**src/rtl/lstm_pkg.sv**
```systemverilog
// Shared LSTM definitions: default datapath geometry, input-fetch FSM states
// and a counter-width helper.
package lstm_pkg;

    localparam int LSTM_WIDTH          = 32;
    localparam int LSTM_NUM            = 68;
    localparam int LSTM_NUM_ITERATIONS = 8;
    localparam int LSTM_FRAC           = 24;

    typedef enum logic [1:0] {
        ST_IDLE   = 2'd0,
        ST_LOAD   = 2'd1,
        ST_STREAM = 2'd2,
        ST_DONE   = 2'd3
    } fetch_state_t;

    // Counter width for n states; never narrower than one bit.
    function automatic int cnt_w(input int n);
        return (n > 1) ? $clog2(n) : 1;
    endfunction

endpackage

```
**src/rtl/lstm_seq_counter.sv**
```systemverilog
// Feature/timestep position of the word currently presented to the LSTM cell.
// The feature index wraps at NUM-1 and carries into the step index.
module lstm_seq_counter
    import lstm_pkg::*;
#(
    parameter int NUM            = LSTM_NUM,
    parameter int NUM_ITERATIONS = LSTM_NUM_ITERATIONS,
    parameter int FW             = cnt_w(NUM),
    parameter int SW             = cnt_w(NUM_ITERATIONS)
) (
    input  logic          clk,
    input  logic          rst,
    input  logic          i_clear,
    input  logic          i_advance,
    output logic [SW-1:0] o_step,
    output logic          o_feat_last,
    output logic          o_seq_last
);

    localparam logic [FW-1:0] FEAT_MAX = FW'(NUM - 1);
    localparam logic [SW-1:0] STEP_MAX = SW'(NUM_ITERATIONS - 1);

    logic [FW-1:0] r_feature;
    logic [SW-1:0] r_step;

    logic w_feat_last;
    logic w_step_last;

    assign w_feat_last = (r_feature == FEAT_MAX);
    assign w_step_last = (r_step == STEP_MAX);

    always_ff @(posedge clk or negedge rst) begin
        if (!rst) begin
            r_feature <= '0;
            r_step    <= '0;
        end else if (i_clear) begin
            r_feature <= '0;
            r_step    <= '0;
        end else if (i_advance) begin
            if (w_feat_last) begin
                r_feature <= '0;
                r_step    <= w_step_last ? '0 : r_step + 1'b1;
            end else begin
                r_feature <= r_feature + 1'b1;
            end
        end
    end

    assign o_step      = r_step;
    assign o_feat_last = w_feat_last;
    assign o_seq_last  = w_feat_last & w_step_last;

endmodule

```
**src/rtl/input_x_fetch.sv**
```systemverilog
// Streams NUM*NUM_ITERATIONS input words from a combinational ROM to the LSTM
// cell over a valid/ready handshake. Option: INPUT_X_FETCH_BIAS_INJECT_EN.
module input_x_fetch
    import lstm_pkg::*;
#(
    parameter int WIDTH          = LSTM_WIDTH,
    parameter int NUM            = LSTM_NUM,
    parameter int NUM_ITERATIONS = LSTM_NUM_ITERATIONS,
    parameter int FRAC           = LSTM_FRAC
) (
    input  logic                                clk,
    input  logic                                rst,
    input  logic                                start,
    output logic [WIDTH-1:0]                    mem_addr,
    input  logic signed [WIDTH-1:0]             mem_data,
    output logic signed [WIDTH-1:0]             x_data,
    output logic                                x_valid,
    input  logic                                x_ready,
    output logic                                x_last,
    output logic [cnt_w(NUM_ITERATIONS)-1:0]    x_step,
    output logic                                busy,
    output logic                                done
);

    localparam int SW = cnt_w(NUM_ITERATIONS);
    localparam logic [WIDTH-1:0]        LAST_ADDR = WIDTH'(NUM * NUM_ITERATIONS - 1);
    localparam logic signed [WIDTH-1:0] BIAS_WORD = {{(WIDTH-1){1'b0}}, 1'b1} << FRAC;

    fetch_state_t r_state;
    fetch_state_t w_state_next;

    logic [WIDTH-1:0]        r_mem_addr;
    logic signed [WIDTH-1:0] r_x_data;
    logic                    r_x_valid;

    logic [WIDTH-1:0] w_addr_inc;
    logic             w_xfer;
    logic             w_clear;
    logic             w_advance;
    logic [SW-1:0]    w_step;
    logic             w_feat_last;
    logic             w_seq_last;
    logic             w_inject;

    assign w_xfer = r_x_valid & x_ready;

    // mem_addr runs one word ahead of x_data, so it saturates at the last address
    assign w_addr_inc = (r_mem_addr == LAST_ADDR) ? r_mem_addr : r_mem_addr + 1'b1;

    always_ff @(posedge clk or negedge rst) begin
        if (!rst) begin
            r_state <= ST_IDLE;
        end else begin
            r_state <= w_state_next;
        end
    end

    always_comb begin
        w_state_next = r_state;
        w_clear      = 1'b0;
        w_advance    = 1'b0;
        case (r_state)
            ST_IDLE: begin
                if (start) begin
                    w_clear      = 1'b1;
                    w_state_next = ST_LOAD;
                end
            end
            ST_LOAD: begin
                w_state_next = ST_STREAM;
            end
            ST_STREAM: begin
                if (w_xfer) begin
                    if (w_seq_last) begin
                        w_state_next = ST_DONE;
                    end else begin
                        w_advance = 1'b1;
                    end
                end
            end
            ST_DONE: begin
                w_state_next = ST_IDLE;
            end
            default: begin
                w_state_next = ST_IDLE;
            end
        endcase
    end

    always_ff @(posedge clk or negedge rst) begin
        if (!rst) begin
            r_mem_addr <= '0;
            r_x_data   <= '0;
            r_x_valid  <= 1'b0;
        end else begin
            case (r_state)
                ST_IDLE: begin
                    if (start) begin
                        r_mem_addr <= '0;
                    end
                end
                ST_LOAD: begin
                    r_x_data   <= mem_data;
                    r_x_valid  <= 1'b1;
                    r_mem_addr <= w_addr_inc;
                end
                ST_STREAM: begin
                    if (w_xfer) begin
                        if (w_seq_last) begin
                            r_x_valid <= 1'b0;
                        end else begin
                            r_x_data   <= mem_data;
                            r_mem_addr <= w_addr_inc;
                        end
                    end
                end
                default: begin
                end
            endcase
        end
    end

    lstm_seq_counter #(
        .NUM            (NUM),
        .NUM_ITERATIONS (NUM_ITERATIONS),
        .SW             (SW)
    ) u_seq_counter (
        .clk         (clk),
        .rst         (rst),
        .i_clear     (w_clear),
        .i_advance   (w_advance),
        .o_step      (w_step),
        .o_feat_last (w_feat_last),
        .o_seq_last  (w_seq_last)
    );

`ifdef INPUT_X_FETCH_BIAS_INJECT_EN
    // The bias slot is substituted at the output; the ROM is still addressed.
    assign w_inject = r_x_valid & w_feat_last;
`else
    assign w_inject = 1'b0;
`endif

    assign mem_addr = r_mem_addr;
    assign x_data   = w_inject ? BIAS_WORD : r_x_data;
    assign x_valid  = r_x_valid;
    assign x_last   = r_x_valid & w_feat_last;
    assign x_step   = w_step;
    assign busy     = (r_state != ST_IDLE);
    assign done     = (r_state == ST_DONE);

endmodule

```
**config.mk**
```make
export PLATFORM = sky130hd
export DESIGN_NAME = input_x_fetch
export DESIGN_NICKNAME = d
export VERILOG_FILES = /design/src/rtl/lstm_pkg.sv /design/src/rtl/lstm_seq_counter.sv /design/src/rtl/input_x_fetch.sv
export SDC_FILE = /design/constraint.sdc
export NUM_CORES = 1
export LEC_CHECK = 0
export CAP_MARGIN = 15
export CORE_UTILIZATION = 53
export CTS_BUF_LIST = sky130_fd_sc_hd__clkbuf_4 sky130_fd_sc_hd__clkbuf_8
export CTS_CLUSTER_SIZE = 20
export DETAILED_ROUTE_END_ITERATION = 8
export PLACE_DENSITY = 0.95
export SLEW_MARGIN = 25
export SYNTH_ARGS = -nofsm -noshare
export SYNTH_HDL_FRONTEND = slang
export SYNTH_SLANG_ARGS = --single-unit
```
**constraint.sdc**
```tcl
create_clock -name clk -period 3.6 [get_ports clk]
set_input_delay 0.36 -clock clk [delete_from_list [all_inputs] [get_ports clk]]
set_output_delay 0.36 -clock clk [all_outputs]
set_load 0.05 [all_outputs]
```
==> results.yml, run 1 <==
global_routing:
  overflow: 0
  grt_max_degree: 78
  grt_pass1_wl_mm: 18.3
  first_global_vias: 3501
  antenna_found_initial: 0
  grtUsageTotal: 0.286
cells_and_area:
  fin_nets: 516
  antennaDiodeCount: 0
  drive_gt1_frac: 0.178
  area_growth_pct: 33.1
  final_cells: 576
power:
  power.share.switching: 0.470
  peakVddDrop_mv: 0.420
  power_frac_clock: 0.160
  p_int_mw: 2.66
  combPwrFrac: 0.582
  p_seq_frac: 0.258
  leakage_nw: 2.22
  switchingPower_mw: 2.36
  powerDensity_mw_per_mm2: 922
synthesis:
  syn_area_mm2: 0.00409
  syn_inst: 374
  synth_ff_type: "dfrtp_1"
  synth_edf_count: 0
  ys_seq_elements: 77
  synthesis.nets: 418
  ys_types: 50
  yosysWarnings: 0
  synthArstFlopShare: 1.00
  avgSynthCellArea_um2: 10.9
  yosysSeqAreaShare: 0.471
routing:
  drt_iter0_drc: 264
  wl_mm: 11.2
  routed_via_density: 6.32
  ant_nets: 0
  drcViolationCount: 0
  first_pass_iters: 5
  drt-wirelength-per-cell_um: 19.5
  routed-via-count: 3642
floorplan:
  ioPinCount: 107
  core_mm2: 0.00737
  die_h_um: 89.9
  fp.dieW_um: 89.9
  start_util: 0.555
  num_rows: 31
  dieArea_mm2: 0.00807
cts:
  cts_max_level: 3
  clkSinkCount: 77
  clkTransAtPathRegs_ps: 80
  cts_tree: "done"
  hold_buffers: 0
  cts_buffers: 9
  clkLatencyLatePin_ps: 350
  max-clock-path-buffers: 2
  post_cts_resized: 0
  postCtsSetupBuffers: 0
  clock_tree.root_cell: "clkbuf_8"
sta:
  tns_ps: 0
  tightest_slew_ps: 854
  fin_crit_sh: 0.781
  fin_crit_ps: 2810
  timing.fmax_ghz: 0.355
  setup-violations-final: 0
  hold_violations: 0
  slew_violations: 0
  whs_ps: 26.4
  fin_worst_skew_ps: 6.63
  slew_headroom: 0.429
  rsz0062_at_grt: "false"
critical_path:
  crit_fanout: 34
  path_class: "reg -> reg"
  end_kind: "register"
  required_ps: 3830
  worstSetupStartpointType: "register"
  arrival_ps: 3040
status:
  outcome: "finished, final reports clean"
place:
  dp_hpwl_mm: 7.85
  gp_congestion: 0.836
  portBuffers: 106
  dp.cells: 560
flow_run:
  cap_violations: 0
worst_hold_path:
  min_path_type: "in -> async"
metrics by stage:
step / utilization / area, um^2 / total power [mW] / setup slack [ps]
6_report: 0.739 / 5440 / 5.02 / 787
5_1_grt: 0.739 / 5440 / 5.26 / 585
4_1_cts: 0.738 / 5440 / 5.02 / 806
3_5_place_dp: 0.705 / 5190 / 4.22 / 711
3_3_place_gp: 0.705 / 5190 / 4.05 / 882
2_1_floorplan: - / 4090 / 3.40 / 1170
flip-flops by register name, summed over array words and instances, names as in the netlist:
| signal | count |
|---|---|
| x_data | 32 |
| r_state | 2 |
| u_seq_counter.o_step | 3 |
| x_valid | 1 |
| u_seq_counter.r_feature | 7 |
| mem_addr | 32 |
cell usage after synthesis, types with 2 or more instances:
cell      number  share of area
nand3_1       18          0.022
o41ai_1        6          0.013
clkbuf_1      11          0.010
and3_1         7          0.011
nor4_1         7          0.011
nor4_4         2          0.010
nand2b_1       2         0.0031
a21o_1         2         0.0037
ha_1           8          0.024
inv_1          7         0.0064
dfrtp_1       77           0.47
nand2_1       24          0.022
a31oi_1        9          0.014
nor3_1         5         0.0061
nor4b_1        2         0.0043
and2_1         7          0.011
o31ai_2       19          0.058
a21oi_1       12          0.015
buf_2         10          0.012
o21ai_0       12          0.015
buf_6          3         0.0083
o31ai_1       28          0.051
nand3b_1       2         0.0037
mux2_2        33          0.091
a211o_1        2         0.0043
mux2i_1        2         0.0049
a41oi_1        7          0.015
nor2_1        15          0.014
nand4_1       14          0.021
logic make-up after synthesis:
group	count (synthesis)	share of synthesized area
xor gates and xnor gates	1	0.00214
muxes	35	0.0957
DFF	77	0.471
and+or+nand+nor	113	0.155
AOI/OAI and AO/OA	106	0.211
adders and majority gates	8	0.0245
buffers and inverters	34	0.0407
layout make-up:
type / count / area, um^2
well taps: 99 / 124
clock inverters: 5 / 108
multi-input cells: 263 / 2000
flip-flops and latches: 77 / 1930
clock buffers: 11 / 139
fillers: 493 / 1930
repair buffers: 113 / 1110
inverters: 8 / 30.0
worst max-delay path: stages, from the launching register on:
cell      delay (ps)
dfrtp_1          400
inv_1            100
ha_1             280
a21boi_0         170
a41o_4           400
nand2b_4         410
or2_1            330
buf_4            220
o41ai_1          360
power by group through the flow:
stage	clock, mW	combinational, mW	sequential [mW]
after detailed placement	0	2.91	1.31
after CTS	0.810	2.91	1.29
final	0.803	2.92	1.30
after floorplan	0	1.37	2.03
after global placement	0	2.79	1.26
after global routing	0.842	3.09	1.33
routing by layer:
layer,up-vias,track usage,share of wire
met1,1778,0.366,0.39
met2,196,0.484,0.51
met5,-,0,0
met3,33,0.0592,0.073
met4,0,0.0954,0.023
li1,1635,-,-
layout by cell type, fill, tap and decap left out, types with 8 or more instances in the layout:
| cell | n |
|---|---|
| dfrtp_1 | 77 |
| a21oi_1 | 12 |
| mux2_2 | 33 |
| nor2_1 | 15 |
| o31ai_2 | 19 |
| clkbuf_8 | 9 |
| a31oi_1 | 9 |
| nand4_1 | 14 |
| nand2_1 | 24 |
| o31ai_1 | 28 |
| o21ai_0 | 12 |
| nand3_1 | 18 |
| clkdlybuf4s50_1 | 105 |
| ha_1 | 8 |
final timing paths:
check / from / endpoint / slack [ps] / depth (start not counted)
min in group clk: x_data[23]$_DFFE_PN0P_ / x_data[23]$_DFFE_PN0P_ / 510 / 1
max reg2reg: r_state[0]$_DFFE_PN0P_ / mem_addr[22]$_DFFE_PN0P_ / 790 / 8
max in group asynchronous: rst / x_data[30]$_DFFE_PN0P_ / 3100 / 1
min: rst / u_seq_counter.r_feature[6]$_DFFE_PN0P_ / 30 / 1
max: r_state[0]$_DFFE_PN0P_ / mem_addr[22]$_DFFE_PN0P_ / 790 / 8
min reg2reg: x_data[23]$_DFFE_PN0P_ / x_data[23]$_DFFE_PN0P_ / 510 / 1
Power figures use the tool's default switching activity.
==> run 2, diff against run 1 <==
--- a/config.mk
+++ b/config.mk
@@ -6,11 +6,11 @@
 export NUM_CORES = 1
 export LEC_CHECK = 0
 export CAP_MARGIN = 15
-export CORE_UTILIZATION = 53
+export CORE_UTILIZATION = 46
 export CTS_BUF_LIST = sky130_fd_sc_hd__clkbuf_4 sky130_fd_sc_hd__clkbuf_8
 export CTS_CLUSTER_SIZE = 20
 export DETAILED_ROUTE_END_ITERATION = 8
-export PLACE_DENSITY = 0.95
+export PLACE_DENSITY = 0.9
 export SLEW_MARGIN = 25
 export SYNTH_ARGS = -nofsm -noshare
 export SYNTH_HDL_FRONTEND = slang
==> constraint.sdc (replaced) <==
create_clock -name clk -period 2.56 [get_ports clk]
set_input_delay 0.256 -clock clk [delete_from_list [all_inputs] [get_ports clk]]
set_output_delay 0.256 -clock clk [all_outputs]
set_load 0.05 [all_outputs]
==> run 2 against run 1 <==
Effect of this change:
- critical path depth is 1 lower
- power up 36%
- critical endpoint is now mem_addr[12]$_DFFE_PN0P_
- die area increased by 15%
- routed wire length down 3.5%
- design area is 0.97% higher
- clock power increased by 18%
- sequential share of layout area shrank 0.34 points
- core utilization fell by 11 points
- highest routed layer unchanged
- global-route usage decreased by 4.7 points
- clock-buffer cell count down 1
- first-iteration DRC count is 14% lower
==> results.yml, run 2 (synthesis results as in run 1) <==
routing:
  drt-wirelength-per-cell_um: 18.2
  first_pass_iters: 5
  drcViolationCount: 0
  routed_via_density: 6.11
  wl_mm: 10.8
  ant_nets: 0
  drt_iter0_drc: 226
  routed-via-count: 3643
place:
  gp_congestion: 0.857
  portBuffers: 106
  dp_hpwl_mm: 7.80
  dp.cells: 579
sta:
  hold_violations: 0
  fin_worst_skew_ps: 12.0
  fin_crit_sh: 0.906
  fin_crit_ps: 2320
  setup-violations-final: 0
  rsz0062_at_grt: "false"
  slew_violations: 0
  slew_headroom: 0.609
  tns_ps: 0
  timing.fmax_ghz: 0.431
  whs_ps: 442
  tightest_slew_ps: 586
critical_path:
  path_class: "reg -> reg"
  crit_fanout: 18
  arrival_ps: 2550
  cp_slowest_cell: "dfrtp_1"
  required_ps: 2790
  max_stage_delay_ps: 420
  worstSetupStartpointType: "register"
  path_cells: "ha_1, and2_1, a41o_4, nand2b_4, or2_1, buf_4, o41ai_1"
  end_kind: "register"
power:
  peakVddDrop_mv: 0.679
  powerDensity_mw_per_mm2: 1250
  leakage_nw: 2.27
floorplan:
  fp.dieW_um: 96.3
  num_rows: 34
  die_h_um: 96.3
  dieArea_mm2: 0.00928
  ioPinCount: 107
  core_mm2: 0.00868
  start_util: 0.471
global_routing:
  grt_max_degree: 48
  overflow: 0
  grt_pass1_wl_mm: 17.0
  antenna_found_initial: 0
  grtUsageTotal: 0.238
  first_global_vias: 3540
cells_and_area:
  fin_nets: 527
  area_growth_pct: 34.3
  mostFrequentLayoutCells: "clkdlybuf4s50_1 (104), dfrtp_1 (77), mux2_2 (33), o31ai_1 (28), nand2_1 (24)"
  antennaDiodeCount: 0
  final_cells: 596
  final_common_cell: "clkdlybuf4s50_1"
  drive_gt1_frac: 0.195
status:
  outcome: "finished, final reports clean"
cts:
  cts_tree: "done"
  clkTransAtPathRegs_ps: 90
  cts_buffers: 9
  postCtsSetupBuffers: 0
  clkSinkCount: 77
  clock_tree.root_cell: "clkbuf_8"
  cts_max_level: 3
  max-clock-path-buffers: 2
  clkLatencyLatePin_ps: 350
worst_hold_path:
  min_path_type: "in -> async"
flow_run:
  cap_violations: 0
-- run 2: worst paths after layout --
kind,from,end,slack (ps),cells past startpoint
max in group asynchronous,rst,mem_addr[1]$_DFFE_PN0P_,1440,3
setup / recovery,u_seq_counter.r_feature[0]$_DFFE_PN0P_,mem_addr[12]$_DFFE_PN0P_,240,7
hold reg to reg,x_data[9]$_DFFE_PN0P_,x_data[9]$_DFFE_PN0P_,510,1
hold / removal,rst,x_data[31]$_DFFE_PN0P_,440,2
setup reg to reg,u_seq_counter.r_feature[0]$_DFFE_PN0P_,mem_addr[12]$_DFFE_PN0P_,240,7
min in group clk,mem_data[27],x_data[27]$_DFFE_PN0P_,510,2
-- run 2: metal layers --
layer,part of all wire,GRT usage,up-vias
li1,-,-,1666
met1,0.40,0.287,1800
met2,0.51,0.417,162
met3,0.073,0.0506,15
met4,0.015,0.0895,0
met5,0,0,-
-- run 2: per-stage QoR --
stage | cell area [um^2] | worst slack (ps) | utilization | power, mW
after detailed placement | 5280 | 210 | 0.608 | 5.93
after global routing | 5500 | 84.3 | 0.633 | 7.24
after global placement | 5280 | 332 | 0.608 | 5.76
final | 5500 | 241 | 0.633 | 6.85
after floorplan | 4090 | 131 | - | 4.77
after CTS | 5480 | 25.2 | 0.632 | 6.88
-- run 2: cell type report --
class                      instances  area [um^2]
multi-input combinational        263         2000
clock buffer                      10          131
fill                             697         3180
clock inverter                     6         72.6
timing repair buffer             124         1200
inverter                           8         30.0
tap                              108          135
sequential                        77         1930
-- run 2: critical path: cells and delay by family (launching register included) --
family,cells,cell delay (ps)
fa+ha+maj,1,250
flops,1,420
simple gates,3,570
compound gates,2,720
buf+inv,1,220
-- run 2: what timing repair did --
action | in CTS | in global routing
setup endpoints to repair | 0 | 1
hold buffers | 0 | 1
gates resized for setup | 0 | 1
hold endpoints to repair | 0 | 44
-- run 2: where the power goes --
part           switching (mW)  internal (mW)  total (mW)
Combinational            2.56           1.54        4.10
Sequential              0.230           1.57        1.80
Clock                   0.476          0.470       0.946
Total                    3.26           3.58        6.85
